===== src/rtl/regfile_pkg.sv =====
// Shared constants and types for the 2-read / 1-write register file.
package regfile_pkg;

  localparam int DATA_W_DEF = 32;
  localparam int ADDR_W_DEF = 5;
  localparam logic [ADDR_W_DEF-1:0] ZERO_ADDR = '0;

  typedef logic [ADDR_W_DEF-1:0] reg_addr_t;
  typedef logic [DATA_W_DEF-1:0] reg_data_t;

endpackage


===== src/rtl/regfile_2r1w_if.sv =====
// Decode-stage register file bus: two read addresses, one write port, two read results.
interface regfile_2r1w_if
  import regfile_pkg::*;
#(
  parameter int DATA_W = DATA_W_DEF,
  parameter int ADDR_W = ADDR_W_DEF
);

  logic [ADDR_W-1:0] rs_addr;
  logic [ADDR_W-1:0] rt_addr;
  logic [ADDR_W-1:0] rd_addr;
  logic [DATA_W-1:0] rd_w_data;
  logic [DATA_W-1:0] rs_data;
  logic [DATA_W-1:0] rt_data;

  modport master (
    output rs_addr, rt_addr, rd_addr, rd_w_data,
    input  rs_data, rt_data
  );

  modport slave (
    input  rs_addr, rt_addr, rd_addr, rd_w_data,
    output rs_data, rt_data
  );

endinterface


===== src/rtl/regfile_2r1w_read_port.sv =====
// One combinational read port: zero-register forcing, write-through bypass, array lookup.
module regfile_read_port
  import regfile_pkg::*;
#(
  parameter int DATA_W   = DATA_W_DEF,
  parameter int ADDR_W   = ADDR_W_DEF,
  parameter bit ZERO_REG = 1'b1,
  parameter bit BYPASS   = 1'b1
) (
  input  logic [ADDR_W-1:0] addr,
  input  logic [DATA_W-1:0] mem [2**ADDR_W],
  input  logic [ADDR_W-1:0] wr_addr,
  input  logic [DATA_W-1:0] wr_data,
  input  logic              wr_valid,
  output logic [DATA_W-1:0] data
);

  logic is_zero;
  logic hit;

  assign is_zero = ZERO_REG && (addr == ADDR_W'(ZERO_ADDR));
  // wr_valid is low during reset, so a pending write never leaks to the outputs then
  assign hit     = BYPASS && wr_valid && (addr == wr_addr);

  // Priority: register 0 wins over bypass, bypass wins over stored contents
  always_comb begin
    data = mem[addr];
    if (is_zero) begin
      data = '0;
    end else if (hit) begin
      data = wr_data;
    end
  end

endmodule


===== src/rtl/regfile_2r1w.sv =====
// MIPS-style register file: storage array with unconditional write every edge, two read ports.
module regfile_2r1w
  import regfile_pkg::*;
#(
  parameter int DATA_W   = DATA_W_DEF,
  parameter int ADDR_W   = ADDR_W_DEF,
  parameter bit ZERO_REG = 1'b1,
  parameter bit BYPASS   = 1'b1
) (
  input  logic          clk,
  input  logic          rst,
  regfile_2r1w_if.slave bus
);

  localparam int DEPTH = 2**ADDR_W;

  logic [DATA_W-1:0] mem [DEPTH];
  logic              wr_discard;

  // No write enable exists; callers park rd_addr at 0 to suppress a write
  assign wr_discard = ZERO_REG && (bus.rd_addr == ADDR_W'(ZERO_ADDR));

  // Async clear of the whole array, otherwise store rd_w_data at rd_addr every edge
  always_ff @(posedge clk or negedge rst) begin
    if (!rst) begin
      for (int i = 0; i < DEPTH; i++) begin
        mem[i] <= '0;
      end
    end else if (!wr_discard) begin
      mem[bus.rd_addr] <= bus.rd_w_data;
    end
  end

  regfile_read_port #(
    .DATA_W  (DATA_W),
    .ADDR_W  (ADDR_W),
    .ZERO_REG(ZERO_REG),
    .BYPASS  (BYPASS)
  ) u_rs_port (
    .addr    (bus.rs_addr),
    .mem     (mem),
    .wr_addr (bus.rd_addr),
    .wr_data (bus.rd_w_data),
    .wr_valid(rst),
    .data    (bus.rs_data)
  );

  regfile_read_port #(
    .DATA_W  (DATA_W),
    .ADDR_W  (ADDR_W),
    .ZERO_REG(ZERO_REG),
    .BYPASS  (BYPASS)
  ) u_rt_port (
    .addr    (bus.rt_addr),
    .mem     (mem),
    .wr_addr (bus.rd_addr),
    .wr_data (bus.rd_w_data),
    .wr_valid(rst),
    .data    (bus.rt_data)
  );

endmodule


===== src/flat_wrapper.sv =====
// flat-port wrapper written by rule: the top's interface ports become plain ports
module regfile_2r1w_flat import regfile_pkg::*;
#(
  parameter int DATA_W   = DATA_W_DEF,
  parameter int ADDR_W   = ADDR_W_DEF,
  parameter bit ZERO_REG = 1'b1,
  parameter bit BYPASS   = 1'b1
)
  (clk, rst, bus_rs_addr, bus_rt_addr, bus_rd_addr, bus_rd_w_data, bus_rs_data, bus_rt_data);
  regfile_2r1w_if #(.DATA_W(DATA_W), .ADDR_W(ADDR_W)) bus_i ();
  input  logic clk;
  input  logic rst;
  input wire logic [$bits(bus_i.rs_addr)-1:0] bus_rs_addr;
  input wire logic [$bits(bus_i.rt_addr)-1:0] bus_rt_addr;
  input wire logic [$bits(bus_i.rd_addr)-1:0] bus_rd_addr;
  input wire logic [$bits(bus_i.rd_w_data)-1:0] bus_rd_w_data;
  output wire logic [$bits(bus_i.rs_data)-1:0] bus_rs_data;
  output wire logic [$bits(bus_i.rt_data)-1:0] bus_rt_data;
  assign bus_i.rs_addr = bus_rs_addr;
  assign bus_i.rt_addr = bus_rt_addr;
  assign bus_i.rd_addr = bus_rd_addr;
  assign bus_i.rd_w_data = bus_rd_w_data;
  assign bus_rs_data = bus_i.rs_data;
  assign bus_rt_data = bus_i.rt_data;
  regfile_2r1w #(.DATA_W(DATA_W), .ADDR_W(ADDR_W), .ZERO_REG(ZERO_REG), .BYPASS(BYPASS)) u_core (.clk(clk), .rst(rst), .bus(bus_i));
endmodule

===== config.mk =====
export PLATFORM = sky130hd
export DESIGN_NAME = regfile_2r1w_flat
export DESIGN_NICKNAME = d
export VERILOG_FILES = /design/src/rtl/regfile_pkg.sv /design/src/rtl/regfile_2r1w_if.sv /design/src/rtl/regfile_2r1w_read_port.sv /design/src/rtl/regfile_2r1w.sv /design/src/flat_wrapper.sv
export SDC_FILE = /design/constraint.sdc
export NUM_CORES = 2
export LEC_CHECK = 0
export CAP_MARGIN = 20
export CORE_UTILIZATION = 40
export DETAILED_ROUTE_END_ITERATION = 8
export PLACE_DENSITY_LB_ADDON = 0.25
export SLEW_MARGIN = 25
export SYNTH_ARGS = -nofsm -noshare
export SYNTH_HDL_FRONTEND = slang
export SYNTH_SLANG_ARGS = --single-unit

===== constraint.sdc =====
create_clock -name clk -period 2.52 [get_ports clk]
set_input_delay 0.504 -clock clk [delete_from_list [all_inputs] [get_ports clk]]
set_output_delay 0.504 -clock clk [all_outputs]
set_load 0.01 [all_outputs]

-- Yosys cells after proc, flatten, opt, wreduce, memory -nomap -nowiden
Cells that the tools add are included.
- output and inout bits: 64
- latch bits: 0
- register bits: 1024
- input bits: 49
- RAM bits: 0
- memories kept: 0
- bits in read-only memories: 0
- logic and storage cells: 60
- shifts and indexed selects: 0
- equal/unequal tests: 2
- $mul: 0
- bitwise gates (word level): 3
- divide/modulo/power cells: 0
- reductions and logical operators: 6
- magnitude comparators: 4
- muxes and demuxes: 13
- add/subtract/negate cells: 0
- operators with widths (cell ; number):
    1024-bit bitwise mux ; 1
    32-bit binary-select mux with 5-bit select ; 2
    32-bit 2-to-1 mux ; 9
    32-bit demux with 5-bit select ; 1
    6-bit greater-or-equal comparator (second input constant) ; 3
    5-bit NOT with 6-bit output ; 3
    5-bit logical NOT ; 3
    5-bit == test ; 2
    6-bit by 1-bit < comparator with 1-bit output (second input constant) ; 1
    1-bit logical AND ; 3

-- Longest topological paths before layout
- word-level depth: 6
- depth in mapped cells: 9
- gate-level depth less buffers: 5

-- Hierarchy
Synthesis repeated with hierarchy kept, for this count alone.
- cells, all modules: 3992
- area, all modules: 56161.4 um^2
- by module, submodules not included (module ; instances ; cells an instance ; sequential area each (um^2) ; area each (um^2)):
    regfile_2r1w ; 1 ; 2288 ; 25624.6 ; 37981.4
    regfile_read_port ; 2 ; 852 ; 0.0 ; 9090.0

-- Least setup slack after synthesis
OpenSTA, ideal clock, no wires.
- path kind: input-to-output
- start point: input port bus_rs_addr[0]
- end point: output port bus_rs_data[17]
- arrival time: 2.076 ns
- buffers on the path: 3
- data required time: 2.016 ns
- path slack: -0.060 ns
- cell stages on the path: 7
- path through: buf_6 > buf_6 > buf_2 > mux4_2 > a22oi_1 > nand2_1 > a221o_1
- longest elaborated chain between the ends: 6
- elaborated cells on any way between the ends: 9
- RTL lines (item ; RTL line ; source):
    start: declaration ; flat_wrapper.sv:13 ; input wire logic [$bits(bus_i.rs_addr)-1:0] bus_rs_addr;
    5-bit NOT with 6-bit output (implied by the code) ; regfile_2r1w_read_port.sv:27 ; data = mem[addr];
    32-bit binary-select mux with 5-bit select ; regfile_2r1w_read_port.sv:27 ;
    32-bit 2-to-1 mux (implied by the code) (2 in series) ; regfile_2r1w_read_port.sv:27 ;
    32-bit 2-to-1 mux ; regfile_2r1w_read_port.sv:30 ; end else if (hit) begin
    32-bit 2-to-1 mux * ; regfile_2r1w_read_port.sv:28 ; if (is_zero) begin
    end: declaration ; flat_wrapper.sv:17 ; output wire logic [$bits(bus_i.rs_data)-1:0] bus_rs_data;
Mark *: on every way between the ends. The rest lies on a longest branch, timed or not. The select of a mux whose other input is x is not followed.

-- Worst setup path in the final report
- start point: register u_core.mem[897] (netlist bit)
- end point: output port bus_rs_data[1]
- longest elaborated chain between the ends: 5
- RTL lines (item ; RTL line ; source):
    start: declaration ; regfile_2r1w.sv:17 ; logic [DATA_W-1:0] mem [DEPTH];
    start signal: indexed assignment ; regfile_2r1w.sv:30 ; mem[bus.rd_addr] <= bus.rd_w_data;
    32-bit binary-select mux with 5-bit select ; regfile_2r1w_read_port.sv:27 ;
    32-bit 2-to-1 mux (implied by the code) (2 in series) ; regfile_2r1w_read_port.sv:27 ;
    32-bit 2-to-1 mux ; regfile_2r1w_read_port.sv:30 ;
    32-bit 2-to-1 mux ; regfile_2r1w_read_port.sv:28 ;
No other way between the ends. The select of a mux whose other input is x is not followed.

==> parameters.txt <==
Parameter                              Value

STA
  Slew at the pin closest to its max-slew limit ... 0.9782 ns
  Clk_skew ... 0 ns
  Hold slack ... 0.1768 ns
  Worst rel slew slack ... roughly a third
  Maximum clock frequency ... 317.2 MHz
  Total of endpoints with negative setup slack in the final report ... 64
  Endpoints failing hold ... 0
  Pins Over Slew Limit ... 0
  Least setup slack across all paths after layout ... -0.6327 ns
  Final critical-path required period ... roughly 3.2 ns
  Setup repair after global routing missed its margin ... true
  Post-route setup TNS ... -24.33 ns
  Final Cycle Share ... 125.1%

Finish
  Multi-input gate area in the final layout ... 29010 sq um
  Largest register by flop count ... u_core.mem
  Flip-flop count of the largest register after layout ... just over 1000
  Area growth from synthesis to layout ... 30.34%
  Most common cell after layout, fill and taps aside ... sky130_fd_sc_hd__dfrtp_1
  Largest regs ... u_core.mem: 1024 flops
  Fraction of final layout cells with drive strength greater than 1 ... slightly above 60%
  Sequential standard cell area ... ~26000 sq um
  Most frequent cells in the layout ... sky130_fd_sc_hd__dfrtp_1 (1024), sky130_fd_sc_hd__mux2_2 (984), sky130_fd_sc_hd__buf_4 (628)
  Core utilization of the finished layout ... a little over half
  Net count, final ... between 4000 and 5000
  Fillers ... ~11000

Logic synthesis
  Adder and majority cell fraction of the synthesized area ... 0%
  Number of enable flip-flop cells after synthesis ... 0
  Number of warnings printed during yosys synthesis ... 0
  Parity-gate share of the synthesized area counting xor and xnor cells ... less than 1%
  Share of synthesized cell area in and, or, nand and nor gates ... about 2.1%
  Net count after synthesis ... around 3900
  Portion of the post-synthesis area used by sequential elements ... between 40% and 50%
  Cell Area, Synth ... about 55000 sq um
  Multiplexer fraction of the synthesized cell area ... between 40 and 50%
  Syn Area/Cell ... between 10 and 15 sq um
  Count of unique library cells instantiated by Yosys ... 57
  Async set or reset register ratio after synthesis ... between 90% and 100%
  Compound-Gate Fraction of Synth Area ... under 10%
  Cell count after synthesis ... 3825
  Combinational family with the most area after synthesis ... multiplexers
  Yosys reg bits ... approximately 1000
  Primary FF master, synth ... sky130_fd_sc_hd__dfrtp_1

Worst setup path
  Endpoint class of the critical path ... output pin
  Worst endpoint required time ... around 2.0 ns
  Start-to-end type of the worst setup path ... reg2out
  Highest fanout seen on the critical path ... 3
  Critical Path Source Type ... register
  Worst endpoint data arrival time ... 2.65 ns

Floorplanning
  Total core area ... roughly 140000 sq um
  Height of the die ... roughly 370 um
  Total Die Area ... between 100000 and 150000 sq um
  I/O pin cnt ... roughly 110
  Row cnt ... ~140
  Initial cell density of the core ... 40.55%
  Width of the die ... 373.5 um

Route
  Mean number of vias per cell ... between 6 and 7
  Final WL ... 209600 um
  Number of violations reported at the end of detailed-routing iteration 0 ... about 3800
  Number of nets with antenna violations after routing ... 0
  Routed WL per cell ... 32.72 um
  Via count ... roughly 40000
  First drt pass iteration count ... 7
  DR DRC count ... 0

Clock tree
  CTS Buf Count ... 115
  Clock latency of the later-clocked register in the worst-skew pair ... approximately 0.73 ns
  Number of clock sinks ... 1024
  Count of H-tree levels built during CTS ... 3
  CTS tree ... yes
  CTS max path bufs ... 3
  Clock transition at the register clock pins on the worst setup and hold paths after CTS ... about 0.060 ns
  Cell chosen for the clock root ... sky130_fd_sc_hd__clkbuf_16

Global route
  Vias in the first global route ... a little over 40000
  Maximum number of pins on one net before global-route repair ... 165
  Overall fraction of global-route tracks in use ... roughly 30%
  Initial antenna violation count ... 5
  Grt ovf ... 0
  Wire length of the first global-routing pass ... 301200 um

Flow run
  Number of max-cap violations ... 0

Place
  Detailed placer's ending HPWL ... roughly 140000 um
  Input/output buffers ... roughly 110
  Weighted congestion at the end of routability-driven global placement ... slightly below 0.9
  Worst slack, placed ... -1.316 ns

Pwr
  Switching share of total power ... about 29%
  Combinational fraction of design power ... a little over a quarter
  Relative contribution of sequential cells to total power ... 41.5%
  Reported leakage power ... 31.15 nW
  Relative contribution of the clock network to total power ... 31.3%
  Design internal power ... between 0.03 and 0.04 W
  Sw power ... between 0.015 and 0.02 W
  Peak supply drop ... approximately 0.00066 V
  Power per unit of standard cell area ... between 700 and 800 nW/um^2

Worst hold path
  Worst min-delay path category ... in2async

Outcome
  Run status ... finished, violations left
  Failing checks ... negative setup slack
routing by layer:
metal | wire length (um) | track usage, % | part of all wire (%)
met5 | 27 | 0 | 0.013
met4 | 9445 | 12.89 | 4.5
met3 | 16610 | 6.080 | 7.9
met2 | 95840 | 45.94 | 46
met1 | 87640 | 41.01 | 42
timing repair:
action,4_1_cts,5_1_grt
gates cloned,13,4
hold buffers,1,0
pin swaps,166,78
endpoints found under the setup margin,64,65
endpoints found under the hold margin,38,0
setup buffers,122,46
resized for setup,608,139
cells in the mapped netlist, types with 13 or more instances:
cell type,count,area (sq um)
sky130_fd_sc_hd__a21oi_1,41,205.2
sky130_fd_sc_hd__a221oi_1,31,271.5
sky130_fd_sc_hd__a22oi_1,158,1186
sky130_fd_sc_hd__buf_1,47,176.4
sky130_fd_sc_hd__buf_2,117,585.6
sky130_fd_sc_hd__buf_4,24,180.2
sky130_fd_sc_hd__buf_6,33,371.6
sky130_fd_sc_hd__clkbuf_1,215,807.0
sky130_fd_sc_hd__dfrtp_1,1024,25620
sky130_fd_sc_hd__mux2_2,988,11130
sky130_fd_sc_hd__mux2i_1,281,2813
sky130_fd_sc_hd__mux4_2,396,8919
sky130_fd_sc_hd__nand2_1,111,416.7
sky130_fd_sc_hd__nand3_1,54,270.3
sky130_fd_sc_hd__nor2_1,23,86.33
sky130_fd_sc_hd__nor2b_1,13,81.33
sky130_fd_sc_hd__o211ai_1,29,217.7
sky130_fd_sc_hd__o21ai_0,35,175.2
sky130_fd_sc_hd__o221a_2,25,281.5
sky130_fd_sc_hd__o221ai_1,20,175.2
sky130_fd_sc_hd__o22ai_1,31,193.9
path summary, 6_finish.rpt:
kind	startpoint	end	slack (ns)	cells past startpoint
max in group asynchronous	rst	u_core.mem[663]	0.24	5
max reg2reg	u_core.mem[566]	u_core.mem[566]	1.50	3
min	rst	u_core.mem[442]	0.18	3
max	u_core.mem[897]	bus_rs_data[1]	-0.63	6
min reg2reg	u_core.mem[992]	u_core.mem[992]	0.40	0
min in group clk	u_core.mem[992]	u_core.mem[992]	0.40	0
per-stage QoR:
stage / std cells / area (sq um) / power (W)
6_report: 6404 / 71960 / 0.05507
5_1_grt: 6402 / 71950 / 0.05724
4_1_cts: 6359 / 70990 / 0.05476
3_5_place_dp: 6029 / 64440 / 0.03661
3_3_place_gp: 6029 / 64440 / 0.03621
2_1_floorplan: 3825 / 55220 / 0.03087
logic make-up after synthesis:
group                     Yosys count
DFF                              1024
xor gates and xnor gates           10
buffers and inverters             444
muxes                            1673
AOI/OAI and AO/OA                 426
and+or+nand+nor                   248
area by class of cell:
cell class | count | area share, %
Multi-Input combinational cell | 2357 | 40.31
Sequential cell | 1024 | 35.61
Timing Repair Buffer | 1031 | 15.66
Clock buffer | 178 | 4.790
Tap cell | 1781 | 3.097
Clock inverter | 28 | 0.5025
Inverter | 3 | 0.02087
Antenna cell | 2 | 0.006955
power by group through the flow:
| stage | combinational, W | clock, W | sequential (W) |
|---|---|---|---|
| floorplan | 0.00872 | 0 | 0.0222 |
| global placement | 0.0134 | 0 | 0.0228 |
| detailed placement | 0.0136 | 0 | 0.0230 |
| CTS | 0.0146 | 0.0175 | 0.0227 |
| global route | 0.0159 | 0.0181 | 0.0233 |
| finish | 0.0150 | 0.0172 | 0.0228 |
worst max-delay path, stage by stage, from the launching register on:
cell and delay (ns):
sky130_fd_sc_hd__dfrtp_1 0.39, sky130_fd_sc_hd__mux4_2 0.47, sky130_fd_sc_hd__or2_2 0.33, sky130_fd_sc_hd__a21o_1 0.23
sky130_fd_sc_hd__o311ai_4 0.13, sky130_fd_sc_hd__nand3_4 0.19, sky130_fd_sc_hd__buf_6 0.17
Power figures use the tool's default switching activity.
